## src/rtl/vmat_operand_loader.sv

```systemverilog
`default_nettype none
// ============================================================================
// Module   : vmat_operand_loader
// Brief    : Fetches two row-major VEC_COUNT x VEC_COUNT operand matrices
//            (A then B) one element per memory transaction and packs them
//            into the row arrays consumed by the matrix-multiply VALU.
// Revision : 1.0 - initial release
// ============================================================================
module vmat_operand_loader #(
    parameter int ELEM_WIDTH = 32,
    parameter int VEC_COUNT  = 4,
    parameter int ADDR_WIDTH = 32
) (
    input  logic                                            clk,
    input  logic                                            reset_n,
    input  logic                                            start_i,
    input  logic [ADDR_WIDTH-1:0]                           base_a_i,
    input  logic [ADDR_WIDTH-1:0]                           base_b_i,
    output logic                                            busy_o,
    output logic                                            done_o,
    output logic                                            err_o,
    output logic                                            mem_req_o,
    output logic [ADDR_WIDTH-1:0]                           mem_addr_o,
    input  logic                                            mem_gnt_i,
    input  logic                                            mem_rvalid_i,
    input  logic [ELEM_WIDTH-1:0]                           mem_rdata_i,
    output logic [VEC_COUNT-1:0][ELEM_WIDTH*VEC_COUNT-1:0]  vec_a_o,
    output logic [VEC_COUNT-1:0][ELEM_WIDTH*VEC_COUNT-1:0]  vec_b_o
);

    localparam int c_N_TOTAL = 2 * VEC_COUNT * VEC_COUNT;
    localparam int c_NW      = (c_N_TOTAL > 1) ? $clog2(c_N_TOTAL) : 1;
    localparam int c_RW      = (VEC_COUNT > 1) ? $clog2(VEC_COUNT) : 1;

    localparam logic [ADDR_WIDTH-1:0] c_STRIDE   = ADDR_WIDTH'(ELEM_WIDTH / 8);
    localparam logic [ADDR_WIDTH-1:0] c_ALIGN_MASK = ADDR_WIDTH'(ELEM_WIDTH / 8 - 1);
    localparam logic [c_NW-1:0]       c_LAST     = c_NW'(c_N_TOTAL - 1);
    localparam logic [c_RW-1:0]       c_DIM_LAST = c_RW'(VEC_COUNT - 1);

    typedef enum logic [1:0] {
        S_IDLE = 2'd0,
        S_REQ  = 2'd1,
        S_WAIT = 2'd2,
        S_DONE = 2'd3
    } state_t;

    state_t                  r_state;
    state_t                  w_state_nxt;
    logic [ADDR_WIDTH-1:0]   r_base_a;
    logic [ADDR_WIDTH-1:0]   r_base_b;
    logic [ADDR_WIDTH-1:0]   r_off;
    logic [c_NW-1:0]         r_n;
    logic [c_RW-1:0]         r_row;
    logic [c_RW-1:0]         r_col;
    logic                    r_sel_b;
    logic                    r_err;
    logic                    w_misaligned;
    logic [ADDR_WIDTH-1:0]   w_base;
    logic [VEC_COUNT-1:0][ELEM_WIDTH*VEC_COUNT-1:0] r_vec_a;
    logic [VEC_COUNT-1:0][ELEM_WIDTH*VEC_COUNT-1:0] r_vec_b;

    assign w_misaligned = ((base_a_i & c_ALIGN_MASK) != '0) ||
                          ((base_b_i & c_ALIGN_MASK) != '0);
    assign w_base       = r_sel_b ? r_base_b : r_base_a;
    assign vec_a_o      = r_vec_a;
    assign vec_b_o      = r_vec_b;

    always_ff @(posedge clk) begin
        if (!reset_n) begin
            r_state <= S_IDLE;
        end else begin
            r_state <= w_state_nxt;
        end
    end

    always_comb begin
        w_state_nxt = r_state;
        busy_o      = 1'b0;
        done_o      = 1'b0;
        err_o       = 1'b0;
        mem_req_o   = 1'b0;
        mem_addr_o  = '0;
        case (r_state)
            S_IDLE: begin
                if (start_i) begin
                    w_state_nxt = w_misaligned ? S_DONE : S_REQ;
                end
            end
            S_REQ: begin
                busy_o     = 1'b1;
                mem_req_o  = 1'b1;
                mem_addr_o = w_base + r_off;
                if (mem_gnt_i) begin
                    w_state_nxt = S_WAIT;
                end
            end
            S_WAIT: begin
                busy_o = 1'b1;
                if (mem_rvalid_i) begin
                    w_state_nxt = (r_n == c_LAST) ? S_DONE : S_REQ;
                end
            end
            S_DONE: begin
                done_o      = 1'b1;
                err_o       = r_err;
                w_state_nxt = S_IDLE;
            end
            default: w_state_nxt = S_IDLE;
        endcase
    end

    // Row/column/offset are walked incrementally so no divider or multiplier
    // is needed to turn the element index into an array slot and address.
    always_ff @(posedge clk) begin
        if (!reset_n) begin
            r_base_a <= '0;
            r_base_b <= '0;
            r_off    <= '0;
            r_n      <= '0;
            r_row    <= '0;
            r_col    <= '0;
            r_sel_b  <= 1'b0;
            r_err    <= 1'b0;
            r_vec_a  <= '0;
            r_vec_b  <= '0;
        end else begin
            case (r_state)
                S_IDLE: begin
                    if (start_i) begin
                        r_base_a <= base_a_i;
                        r_base_b <= base_b_i;
                        r_off    <= '0;
                        r_n      <= '0;
                        r_row    <= '0;
                        r_col    <= '0;
                        r_sel_b  <= 1'b0;
                        r_err    <= w_misaligned;
                    end
                end
                S_WAIT: begin
                    if (mem_rvalid_i) begin
                        if (r_sel_b) begin
                            r_vec_b[r_row][int'(r_col)*ELEM_WIDTH +: ELEM_WIDTH] <= mem_rdata_i;
                        end else begin
                            r_vec_a[r_row][int'(r_col)*ELEM_WIDTH +: ELEM_WIDTH] <= mem_rdata_i;
                        end
                        r_n <= r_n + c_NW'(1);
                        if (r_col == c_DIM_LAST) begin
                            r_col <= '0;
                            if (r_row == c_DIM_LAST) begin
                                r_row   <= '0;
                                r_sel_b <= 1'b1;
                                r_off   <= '0;
                            end else begin
                                r_row <= r_row + c_RW'(1);
                                r_off <= r_off + c_STRIDE;
                            end
                        end else begin
                            r_col <= r_col + c_RW'(1);
                            r_off <= r_off + c_STRIDE;
                        end
                    end
                end
                default: ;
            endcase
        end
    end

endmodule
`default_nettype wire
```

## config.mk

```make
export PLATFORM = sky130hd
export DESIGN_NAME = vmat_operand_loader
export DESIGN_NICKNAME = d
export VERILOG_FILES = /design/src/rtl/vmat_operand_loader.sv
export SDC_FILE = /design/constraint.sdc
export NUM_CORES = 2
export LEC_CHECK = 0
export CORE_AREA = 8 8 444 446
export DETAILED_ROUTE_END_ITERATION = 12
export DIE_AREA = 0 0 452 454
export GPL_TIMING_DRIVEN = 0
export PLACE_DENSITY = 0.42
export SYNTH_ARGS = -nofsm -noshare
export SYNTH_HDL_FRONTEND = slang
export SYNTH_SLANG_ARGS = --single-unit
```

## constraint.sdc

```tcl
create_clock -name clk -period 8.3 [get_ports clk]
set_input_delay 1.245 -clock clk [delete_from_list [all_inputs] [get_ports clk]]
set_output_delay 1.245 -clock clk [all_outputs]
set_load 0.03 [all_outputs]
```

## Yosys cells after proc, flatten, opt, wreduce, memory -nomap -nowiden

Index checks and enable logic that the tools add are counted.

| word-level totals | value |
|---|---|
| input bits | 101 |
| register bits | 1133 |
| output and inout bits | 1060 |

| operators by class | value |
|---|---|
| reduce and logical (&&, ||, !) cells | 14 |
| add/subtract/negate cells | 6 |
| equal/unequal tests | 11 |
| shift-type cells | 2 |
| muxes and demuxes | 37 |
| bitwise gates (word level) | 1 |
| $lt $le $gt $ge | 2 |

Operators with widths:

| kind | count |
|---|---|
| $bwmux 512 | 2 |
| $demux 128 s2 | 1 |
| $mux 32 | 6 |
| $mux 128 | 1 |
| $shift 32x33->128 const A | 1 |
| $shiftx 32x33->128 | 1 |
| $pmux 32 s2 | 1 |
| $reduce_bool 32->1 | 2 |
| $neg 7->33 | 1 |
| $add 32x3->32 const B | 1 |
| $add 32x32->32 | 1 |
| $mux 2 | 11 |
| $reduce_and 3->1 | 4 |
| $mux 5 | 2 |
| $ne 2x2->1 const B | 5 |
| $pmux 5 s2 | 1 |
| $eq 2x2->1 const B | 4 |
| $mux 1 | 8 |
| $pmux 2 s2 | 2 |
| $pmux 2 s4 | 1 |
| $add 5x1->5 const B | 1 |
| $eq 5x5->1 const B | 1 |
| $reduce_and 5->1 | 1 |
| $add 2x1->2 const B | 2 |
| other kinds (12) | 12 |

## Depth between registers and ports, before layout

| logic depth | value |
|---|---|
| depth in word-level cells | 5 |
| depth in mapped cells | 12 |

## Worst setup path before layout

OpenSTA, ideal clock, no wires.

| timing path | value |
|---|---|
| path kind | reg2out |
| from | reg r_sel_b |
| to | out mem_addr_o[26] |
| data arrival time | 3.713 ns |
| setup slack | 3.342 ns |
| required time | 7.055 ns |
| cell stages (with the launch flop) | 12 |
| cell sequence | dfxtp_1 > clkbuf_1 > buf_1 > mux2_2 > ha_1 > buf_2 > nand4_1 > a311o_1 > a21oi_1 > o311a_1 > nor2_1 > o311ai_0 |

| between the ends | value |
|---|---|
| cells in the longest elaborated chain, start to end | 3 |

Ends and longest elaborated chain:

| item | RTL line | source |
|---|---|---|
| start, declared | 55 | `logic r_sel_b;` |
| start signal, assigned | 122 | `r_sel_b <= 1'b0;` |
| start signal, assigned | 136 | `r_sel_b <= 1'b0;` |
| start signal, assigned | 152 | `r_sel_b <= 1'b1;` |
| $mux 32 | 64 | `assign w_base = r_sel_b ? r_base_b : r_base_a;` |
| $add 32x32->32 | 92 | `mem_addr_o = w_base + r_off;` |
| $mux 32 | 83 | `case (r_state)` |
| end, declared | 23 | `output logic [ADDR_WIDTH-1:0] mem_addr_o,` |

Every way passes these cells.

## Worst setup path in the final report

| timing path | value |
|---|---|
| from | reg r_sel_b |
| to | out mem_addr_o[23] |

Same word-level chain as after synthesis.

==> metrics.txt <==
Relative slew margins 2.24%; Post-synth EDFFs 0; sw power 0.00385 W; shortest period the worst path allows 7200 ps; largest net degree at the start of global routing 17; DRC viols 0; Yosys warning count 0; Critical Path Most Common Cell a21oi_1; Multi-input gate area 0.0203 mm^2; initial antenna violation count 36; WP data arrival 5950 ps; core area 0.190 mm^2; skew final 28.5 ps; Setup Viol. Count Final 0; met2 usage 46.0%; Area Overhead vs Synth 44.0%; die span in y 454 um; Seq/Total Area, Yosys 51.0%; GRT Resource Usage Total 26.1%; most frequent cells after synthesis nand2_1, dfxtp_1, o21ai_0, and2_1, clkbuf_1; Wirelength per Cell 30.0 um; post-synth top area cell dfxtp_1; Compound-Gate Fraction of Synth Area 14.3%; die area 0.205 mm^2; Synth top area share 51.0%; Worst Max-Slew Pin Slew 1450 ps; Distinct cells, synth 61; Fin Setup TNS 0 ps; Root Driver clkbuf_16; post-DR vias/cell 4.65; FF-to-FF path depth 7; top_reg_cell synth dfxtp_1; Gate Count Post-Synth 5427; CP Cell Sequence clkbuf_1 > buf_1 > mux2_2 > ha_1 > a21o_1 > a21oi_1 > o221ai_1 > nor4_1 > nor2_1 > a21oi_1 > mux2i_1 > clkdlybuf4s50_1; routing usage on met1 29.7%; Ports 1161; hold crit path type flip-flop to flip-flop; count of final hold-check violations 0; Worst Setup Start Kind flip-flop; CTS tree yes; Filler Cell Count 19996; CTS buffer count 140; NumNets Final 6876; count leader, synth nand2_1; Final Cycle Share 86.7%; met3 Track Usage GR 7.17%; number of global-route vias before repair 41817; Leakage 22.8 nW; standard-cell rows 160; Sw Share 28.7%; power share of the clock group 47.1%; Post-Syn Area 0.0444 mm^2; gpl congestion 0.907; most used routing layer in global routing met2; post-route ant nets 0; Critical Path RT 7050 ps; largest family of logic cells by synthesized area simple AND/OR/NAND/NOR gates; multiplexer share of the synthesized area 0.873%; cts-stage hold buffer count 0; Sequential Power Share 41.6%; Clk Latency, worst-skew pair 800 ps; CP max FO 10; pwr dens 210 mW/mm^2; RSZ-0062 raised after global routing false; status finished, violations left; Synth area leaders dfxtp_1, and2_1, o21ai_0; global route overflow 0; # H-tree levels 4; first-pass GRT wire length 373 mm; max cap viols 1; combinational power share 11.3%; Num Clock Sinks 1131; Clock transition at path regs 60 ps; Chip Width 452 um; drt initial violations 2977; CP max-delay cell clkdlybuf4s50_1; post-route cell area 0.0640 mm^2; synthesized-area fraction occupied by adder cells 1.30%; number of port buffers 1159; Initial Util 23.4%; Fmax 0.139 GHz; register bit total from synthesis 1131; Syn Nets 5574; Mean Syn Cell Area 8.19 um^2; CTS Buffer Depth 3; Setup crit end kind output port; internal power 0.00957 W; Area after DPL 0.0592 mm^2; critical path class flip-flop to output port; FFs w/ async S/R, synth 0%; FF+latch area 0.0226 mm^2; # resized after CTS 0; total number of vias 43552; layout cells sized above 1 3.86%; DP HPWL 222 mm; failing checks capacitance limit; Final Routed Wirelength 281 mm; critical path's largest stage delay 770 ps; Post-Synth XOR/XNOR Area 0.946%; iteration count of the initial detailed-routing pass 5; simple-gate share of the synthesized area 28.3%; hold path depth 2; postcts setup bufs 0; max-slew violations 0; VDD IR max 0.144 mV
==> flip-flops by register name, summed over array words and instances (netlist names) <==
signal / flops
vec_b_o: 512
r_n: 5
r_row: 2
r_state: 2
r_err: 1
r_sel_b: 1
r_base_a: 32
r_base_b: 32
vec_a_o: 512
r_off: 30
r_col: 2
==> power groups by stage <==
stage / Combinational, W / Sequential [W] / Clock, W
finish: 0.00152 / 0.00558 / 0.00632
global route: 0.00162 / 0.00558 / 0.00666
CTS: 0.00155 / 0.00558 / 0.00646
detailed placement: 0.00154 / 0.00570 / 0
global placement: 0.00154 / 0.00569 / 0
floorplan: 0.000674 / 0.00572 / 0
==> cell families after synthesis <==
logic type	Yosys count
fa+ha+maj	46
xor+xnor	48
compound gates	1201
other cells	1
simple gates	2582
flops	1131
buf+inv	383
mux	35
==> final cells by class <==
cell class / instances / share of cell area (%)
multi-input cells: 3913 / 31.8
flip-flops and latches: 1131 / 35.4
clock inverters: 36 / 0.880
diodes: 29 / 0.113
clock buffers: 210 / 6.45
inverters: 18 / 0.106
repair buffers: 1160 / 18.2
well taps: 2511 / 4.91
plain buffers: 365 / 2.18
==> critical path: cells and delay by family, from the launching register on <==
kind | cells | cell delay [ps]
adders and majority gates | 1 | 360
buffers and inverters | 3 | 1800
muxes | 2 | 850
and+or+nand+nor | 2 | 910
DFF | 1 | 300
AOI/OAI and AO/OA | 4 | 940
==> metal layers <==
| metal | routed length [um] | share of wire (%) | vias to the layer above |
|---|---|---|---|
| li1 | - | - | 20305 |
| met1 | 109000 | 39 | 21442 |
| met2 | 139000 | 49 | 1442 |
| met3 | 19800 | 7.1 | 359 |
| met4 | 12900 | 4.6 | 4 |
| met5 | 26 | 0.0093 | - |
==> stage by stage <==
step / std cells / setup slack, ps / hold slack [ps] / utilization [%] / total power [W]
floorplan: 5427 / 3340 / 440 / - / 0.00639
finish: 9373 / 1100 / 461 / 33.7 / 0.0134
global placement: 9097 / 2000 / 450 / 31.2 / 0.00723
global route: 9354 / 828 / 479 / 33.7 / 0.0139
CTS: 9344 / 1110 / 464 / 33.7 / 0.0136
detailed placement: 9098 / 1990 / 458 / 31.2 / 0.00724
==> layout by cell type, fill, tap and decap left out, drive strengths merged, types with 15 or more instances in the layout <==
cell | netlist | layout
a21boi | 66 | 66
a21o | 18 | 18
a21oi | 35 | 35
and2 | 1034 | 1034
clkbuf | 355 | 565
clkdlybuf4s50 | 0 | 1159
clkinv | 1 | 21
dfxtp | 1131 | 1131
diode | 0 | 29
ha | 46 | 46
inv | 17 | 22
mux2 | 30 | 30
nand2 | 1359 | 1359
nand3 | 21 | 21
nand4 | 16 | 16
nor2 | 71 | 71
nor2b | 15 | 15
nor3 | 24 | 24
o21ai | 1041 | 1041
xnor2 | 25 | 25
xor2 | 23 | 23
==> worst paths after layout <==
| kind | from | to | slack [ps] |
|---|---|---|---|
| hold / removal | r_base_a[11] | r_base_a[11] | 460 |
| setup reg to reg | r_col[0] | vec_b_o[483] | 4790 |
| hold reg to reg | r_base_a[11] | r_base_a[11] | 460 |
| setup / recovery | r_sel_b | mem_addr_o[23] | 1100 |
Power figures use the tool's default switching activity.
